**src/rtl/pkt_cap_rx.sv**
```systemverilog
// pkt_cap_rx: packet capture receiver; beats go to a data FIFO, a timestamp/length/flags word goes to a meta FIFO.
// Define PKT_CAP_RX_SNAPLEN_EN to add snaplen_i truncation.
module pkt_cap_rx #(
    parameter int          DATA_W   = 64,
    parameter int          LEN_W    = 16,
    parameter int          TS_W     = 64,
    parameter int unsigned TS_MUL   = 819,
    parameter int          TS_SHIFT = 7,
    parameter int          CNT_W    = 32
) (
    input  logic                     clk,
    input  logic                     rst,
    input  logic                     active_i,
    input  logic [DATA_W-1:0]        in_dat_i,
    input  logic                     in_vld_i,
    input  logic                     in_sop_i,
    input  logic                     in_eop_i,
    input  logic [LEN_W-1:0]         in_len_i,
    input  logic [TS_W-1:0]          ts_cnt_i,
    input  logic [TS_W-1:0]          base_time_i,
`ifdef PKT_CAP_RX_SNAPLEN_EN
    input  logic [LEN_W-1:0]         snaplen_i,
`endif
    output logic [DATA_W-1:0]        data_din_o,
    output logic                     data_wr_en_o,
    input  logic                     data_full_i,
    output logic [TS_W+LEN_W+7:0]    meta_din_o,
    output logic                     meta_wr_en_o,
    input  logic                     meta_full_i,
    output logic [CNT_W-1:0]         pkt_cnt_o,
    output logic [CNT_W-1:0]         drop_cnt_o,
    output logic                     meta_lost_o
);
    localparam logic [1:0] IDLE = 2'd0, PASS = 2'd1, DROP = 2'd2;
    localparam int PW = TS_W + 32;
    localparam int MW = TS_W + LEN_W + 8;
    localparam int BYTES = DATA_W / 8;

    logic [1:0] state;
    logic ovf, snap, snap_hit;
    logic [LEN_W-1:0] bcnt;
    logic sop_ok, blocked, in_pass, ovf_hit, wr, eop_v, pass_eop, drop_eop;
    logic m1_vld, m2_vld;
    logic [PW-1:0] m1_prod;
    logic [TS_W-1:0] m1_base;
    logic [LEN_W-1:0] m1_len;
    logic [7:0] m1_flags;
    logic [MW-1:0] m2_word, meta_last;

`ifdef PKT_CAP_RX_SNAPLEN_EN
    logic [LEN_W:0] snap_lim;
    assign snap_lim = ({1'b0, snaplen_i} + (LEN_W+1)'(BYTES - 1)) / (LEN_W+1)'(BYTES);
    // bcnt counts beats already seen in this packet, so the beat now offered is number bcnt+1
    assign snap_hit = snaplen_i != '0 && {1'b0, bcnt} >= snap_lim;
`else
    assign snap_hit = 1'b0;
`endif

    always_comb begin
        eop_v    = in_vld_i && in_eop_i;
        sop_ok   = state == IDLE && in_vld_i && in_sop_i && active_i;
        blocked  = data_full_i || meta_full_i;
        in_pass  = state == PASS && in_vld_i;
        ovf_hit  = in_pass && !ovf && !snap_hit && data_full_i;
        wr       = (sop_ok && !blocked) || (in_pass && !ovf && !snap_hit && !data_full_i);
        pass_eop = eop_v && ((sop_ok && !blocked) || state == PASS);
        drop_eop = eop_v && ((sop_ok && blocked) || state == DROP);
    end

    // Meta write sees the FIFO full flag in the same cycle; a skipped word leaves the output unchanged.
    assign meta_wr_en_o = m2_vld && !meta_full_i;
    assign meta_din_o   = meta_wr_en_o ? m2_word : meta_last;

    always_ff @(posedge clk) begin
        if (rst) begin
            state        <= IDLE;
            ovf          <= 1'b0;
            snap         <= 1'b0;
            bcnt         <= '0;
            data_wr_en_o <= 1'b0;
            data_din_o   <= '0;
            pkt_cnt_o    <= '0;
            drop_cnt_o   <= '0;
            m1_vld       <= 1'b0;
            m2_vld       <= 1'b0;
            meta_last    <= '0;
            meta_lost_o  <= 1'b0;
        end else begin
            data_wr_en_o <= wr;
            if (wr) data_din_o <= in_dat_i;
            if (sop_ok) state <= in_eop_i ? IDLE : blocked ? DROP : PASS;
            else if (state != IDLE && eop_v) state <= IDLE;
            ovf  <= state == PASS && !eop_v && (ovf || ovf_hit);
            snap <= state == PASS && !eop_v && (snap || (in_pass && snap_hit));
            bcnt <= sop_ok ? LEN_W'(1) : (in_pass && bcnt != '1) ? bcnt + 1'b1 : bcnt;
            pkt_cnt_o  <= pkt_cnt_o + CNT_W'(pass_eop);
            drop_cnt_o <= drop_cnt_o + CNT_W'(drop_eop);
            m1_vld <= pass_eop;
            if (pass_eop) begin
                m1_prod  <= PW'(ts_cnt_i) * PW'(TS_MUL);
                m1_base  <= base_time_i;
                m1_len   <= in_len_i;
                m1_flags <= {6'b0, snap || (in_pass && snap_hit), ovf || ovf_hit};
            end
            m2_vld <= m1_vld;
            if (m1_vld) m2_word <= {m1_flags, m1_len, TS_W'(m1_prod >> TS_SHIFT) + m1_base};
            meta_last <= meta_din_o;
            if (m2_vld && meta_full_i) meta_lost_o <= 1'b1;
        end
    end
endmodule

```
**config.mk**
```make
export PLATFORM = sky130hd
export DESIGN_NAME = pkt_cap_rx
export DESIGN_NICKNAME = d
export VERILOG_FILES = /design/src/rtl/pkt_cap_rx.sv
export SDC_FILE = /design/constraint.sdc
export NUM_CORES = 1
export LEC_CHECK = 0
export CAP_MARGIN = 20
export CORE_MARGIN = 2
export CORE_UTILIZATION = 25
export CTS_CLUSTER_SIZE = 14
export DETAILED_ROUTE_END_ITERATION = 10
export PLACE_DENSITY_LB_ADDON = 0.15
export SYNTH_ARGS = -nofsm -noshare
export SYNTH_HDL_FRONTEND = slang
export SYNTH_SLANG_ARGS = --single-unit
```
**constraint.sdc**
```tcl
create_clock -name clk -period 15.1 [get_ports clk]
set_clock_uncertainty 0.1 [all_clocks]
set_input_delay 3.02 -clock clk [delete_from_list [all_inputs] [get_ports clk]]
set_output_delay 3.02 -clock clk [all_outputs]
set_load 0.05 [all_outputs]
```
# Word level (Yosys, flattened, before mapping)
# Index checks and enable logic that the tools add are counted.
# totals
regBits	459
latch_bits	0
ramBits	0
romBits	0
input_bits	216
output_inout_bits	219
n_memories	0
# op_classes
addsub	3
mul	1
div	0
n_lt_le_gt_ge	0
n_eq_ne	2
shift	0
muxes	5
n_bitwise	1
n_reduce_logical	33
# ops
op	n
two-way mux 88 bit	1
multiplier 64 x 10 -> 71 bit (second input constant)	1
adder 32 x 1 -> 32 bit	2
adder 64 bit	1
logical AND 1 bit	18
two-way mux 2 bit	4
zero test 1 bit	5
logical OR 1 bit	5
AND reduction 2 bit	2
nonzero test 2 bit	2
equality test 2 x 1 -> 1 bit (second input constant)	1
equality test 2 bit (second input constant)	1
zero test 2 bit	1
NOT 1 bit	1

# Depth between registers and ports, before layout
# logic_depth
depth_word	8
mapped_depth	22
ltp_nobuf	21

# Worst setup path before layout
# No wires, ideal clock.
# synth_path
kind	input to register
from	in rst
to	reg m1_base[0] (enable)
setup_ps	668
arrival_time_ps	9988
path_slack_ps	4344
stages	4
path_buffers	3
cell_sequence	clkbuf_1 -> clkbuf_1 -> clkbuf_1 -> nor2b_1
# synth_between
elab_chain_len	2
# synth_lines
item	line	text
from (decl)	12	input logic rst,
NOT 1 bit (no source line)	-	
AND reduction 2 bit (no source line)	-	
to (signal assigned)	101	m1_base <= base_time_i;
to (decl)	45	logic [TS_W-1:0] m1_base;
# Every way passes these cells.
# A chain may end at the register's enable or synchronous reset.

# Worst setup path after layout
# layout_path
from	in meta_full_i
to	out meta_din_o[52]
# layout_between
elab_chain_len	3
# layout_lines
item	line	text
from (decl)	29	input logic meta_full_i,
zero test 1 bit	71	assign meta_wr_en_o = m2_vld && !meta_full_i;
logical AND 1 bit	71	
two-way mux 88 bit	72	assign meta_din_o = meta_wr_en_o ? m2_word : meta_last;
to (decl)	27	output logic [TS_W+LEN_W+7:0] meta_din_o,
# Every way passes these cells.

==> metrics.txt <==
status complete, no violations; internal power 3.71 mW; min Tclk post-route 9.52 ns; vias in the first global route 22000; Syn Nets 3800; Rows 129; Area Growth Syn to Fin 24.8%; fill count 12800; initial antenna violation count 13; synthesized area per cell 10.1 um2; post-synth top area share 22.0%; Critical R2R Launch state[0]$_SDFFE_PP0P_; worst reg-to-reg path cell count 7; most numerous cell in the Yosys netlist inv_1; Sw Share 42.7%; Yosys warnings 0; RSZ-0062 raised after global routing false; # DRC 0; Worst-Skew Late Latency 0.60 ns; critical path class in -> out; CTS-repair resized insts 0; part of the power in the clock network 18.8%; Slew HR 39.9%; Final setup viols 0; Setup TNS 0 ns; core area 124000 um2; Final Hold Fails 0; Leakage 16.4 nW; share of layout cells above drive strength 1 5.33%; CP Data Arrival Time 6.40 ns; required time of the critical path 11.98 ns; hold_buf cts 0; Setup crit start kind primary input; Post-CTS Setup Repair Bufs 0; HPWL after detailed placement 71800 um; Clock Tree Root clkbuf_16; wire length per cell 17.1 um; Starting Density 25.2%; largest net degree at the start of global routing 84; routability cong. 0.808; register area share after synthesis 36.4%; total grt overflow 0; WHS Path Cells 0; CP Max Fanout 61; Hold Path Sink m2_word[74]$_DFFE_PP_; HP Start m1_len[10]$_DFFE_PP_; Die X 357 um; Num CTS Buffers 48; vias after detailed routing 21800; Cell Pwr Density 166 nW/um2; asr flop ratio synth 0%; drt initial violations 1163; placed cell count 5055; DRT Pass-1 Iters 5; total power 6.46 mW; via/cell ratio 4.24; Synth area leader edfxtp_1; Die ar. 127000 um2; Die Ht 357 um; top_reg_cell synth edfxtp_1; TritonCTS clock tree built; Worst Max-Slew Pin Slew 0.900 ns; final non-filler cell total 5145; #FFs+latches synth 452; Mapped Cells 3074; clock buffer depth 3; all-layer global routing usage 13.4%; DRT antenna net count 0; area of the mapped netlist 31100 um2; I/O pins 435; CTS sink cnt 452; Seq pwr share 23.1%; H-Tree Depth 2; synth top area cells edfxtp_1 (22%), dfxtp_1 (14%), fa_1 (14%); VDD IR max 85.0 uV; post-synth cell types 76; placed cell area 37200 um2; FF-to-FF setup slack 11.24 ns; post-layout util 31.4%; Design Area, Final 38800 um2; Clk pin slew, worst setup/hold paths 0.06 ns; Comb pwr share 58.1%; Port Buffer Count 434; Tcrit/Tclk final 63.0%; NumNets Final 4194; first-pass GRT wire length 132000 um; switching power 2.76 mW; most frequent cells after synthesis inv_1 (474), ha_1 (294), nand2_1 (257); Final Max Slew Viols 0; worst flop-to-flop path endpoint m1_base[53]$_DFFE_PP_; Max Clock Freq 105 MHz; Critical Path End Type primary output; Detailed Route WL 88000 um; EDFF count, synth 228; Max Cap Viol 0; Hold Path Class reg -> reg
## cells by family after synthesis
group	share of synthesized area, %
simple gates	11.1
buf+inv	6.92
compound gates	10.8
fa+ha+maj	25.7
flops	36.4
xor+xnor	6.08
mux	2.97
## registers in the layout, indices dropped and copies added, names as in the netlist
name,count
meta_last,88
m2_word,82
data_din_o,64
m1_base,64
m1_prod,64
drop_cnt_o,32
pkt_cnt_o,32
m1_len,16
m1_flags,2
state,2
data_wr_en_o,1
m1_vld,1
m2_vld,1
meta_lost_o,1
ovf,1
snap,1
## metrics by stage
| stage | hold WS [ns] | worst slack (ns) |
|---|---|---|
| after floorplan | 0.300 | 4.34 |
| final | 0.317 | 5.58 |
| after global placement | 0.301 | 5.52 |
| after CTS | 0.320 | 5.52 |
| after detailed placement | 0.305 | 5.53 |
| after global routing | 0.328 | 5.40 |
## critical path, cell delays in order
cell and delay (ns):
clkdlybuf4s50_1 0.57, nor2b_4 0.77, buf_4 0.78, mux2_2 0.43, clkdlybuf4s50_1 0.73
## power groups by stage
stage          clock network (mW)  logic (mW)  registers, mW
6_report                     1.22        3.75           1.49
5_1_grt                      1.32        4.30           1.49
3_5_place_dp                    0        3.79           1.52
3_3_place_gp                    0        3.79           1.52
4_1_cts                      1.28        3.81           1.49
2_1_floorplan                   0        2.84           1.53
## worst max-delay path by stage
stage | cells past startpoint | start | end
final | 5 | meta_full_i | meta_din_o[52]
after detailed placement | 5 | meta_full_i | meta_din_o[49]
after global routing | 5 | meta_full_i | meta_din_o[49]
after floorplan | 4 | rst | m1_base[0]$_DFFE_PP_
after global placement | 5 | meta_full_i | meta_din_o[49]
after CTS | 5 | meta_full_i | meta_din_o[49]
## cell type report
cell class / instances / area, um2 / share of cell area [%]
Multi-Input combinational cell: 2051 / 17700 / 45.5
Sequential cell: 452 / 11300 / 29.2
Timing Repair Buffer: 441 / 4400 / 11.3
Tap cell: 1637 / 2050 / 5.27
Inverter: 474 / 1780 / 4.58
Clock buffer: 64 / 1320 / 3.41
Clock inverter: 24 / 284 / 0.731
Antenna cell: 2 / 5.00 / 0.0129
## routing by layer
| metal | global-route usage (%) | up-vias | part of all wire, % |
|---|---|---|---|
| met5 | 0 | - | 0.044 |
| met4 | 3.13 | 6 | 2.0 |
| met3 | 1.52 | 87 | 3.1 |
| met2 | 21.9 | 341 | 46 |
| met1 | 18.8 | 10300 | 48 |
| li1 | - | 11100 | - |
## placed cells by master, fill, tap and decap left out, types with 57 or more instances in the layout
| cell | n |
|---|---|
| edfxtp_1 | 228 |
| a21oi_1 | 230 |
| nand2_1 | 257 |
| o21ai_0 | 77 |
| nand4_1 | 57 |
| xor2_1 | 112 |
| nor2_1 | 124 |
| xnor2_1 | 104 |
| mux2_2 | 82 |
| inv_1 | 474 |
| fa_1 | 216 |
| nor2b_1 | 112 |
| dfxtp_1 | 224 |
| ha_1 | 294 |
| a21o_1 | 90 |
| clkdlybuf4s50_1 | 433 |
No activity file was read; power rests on OpenSTA's default activity.
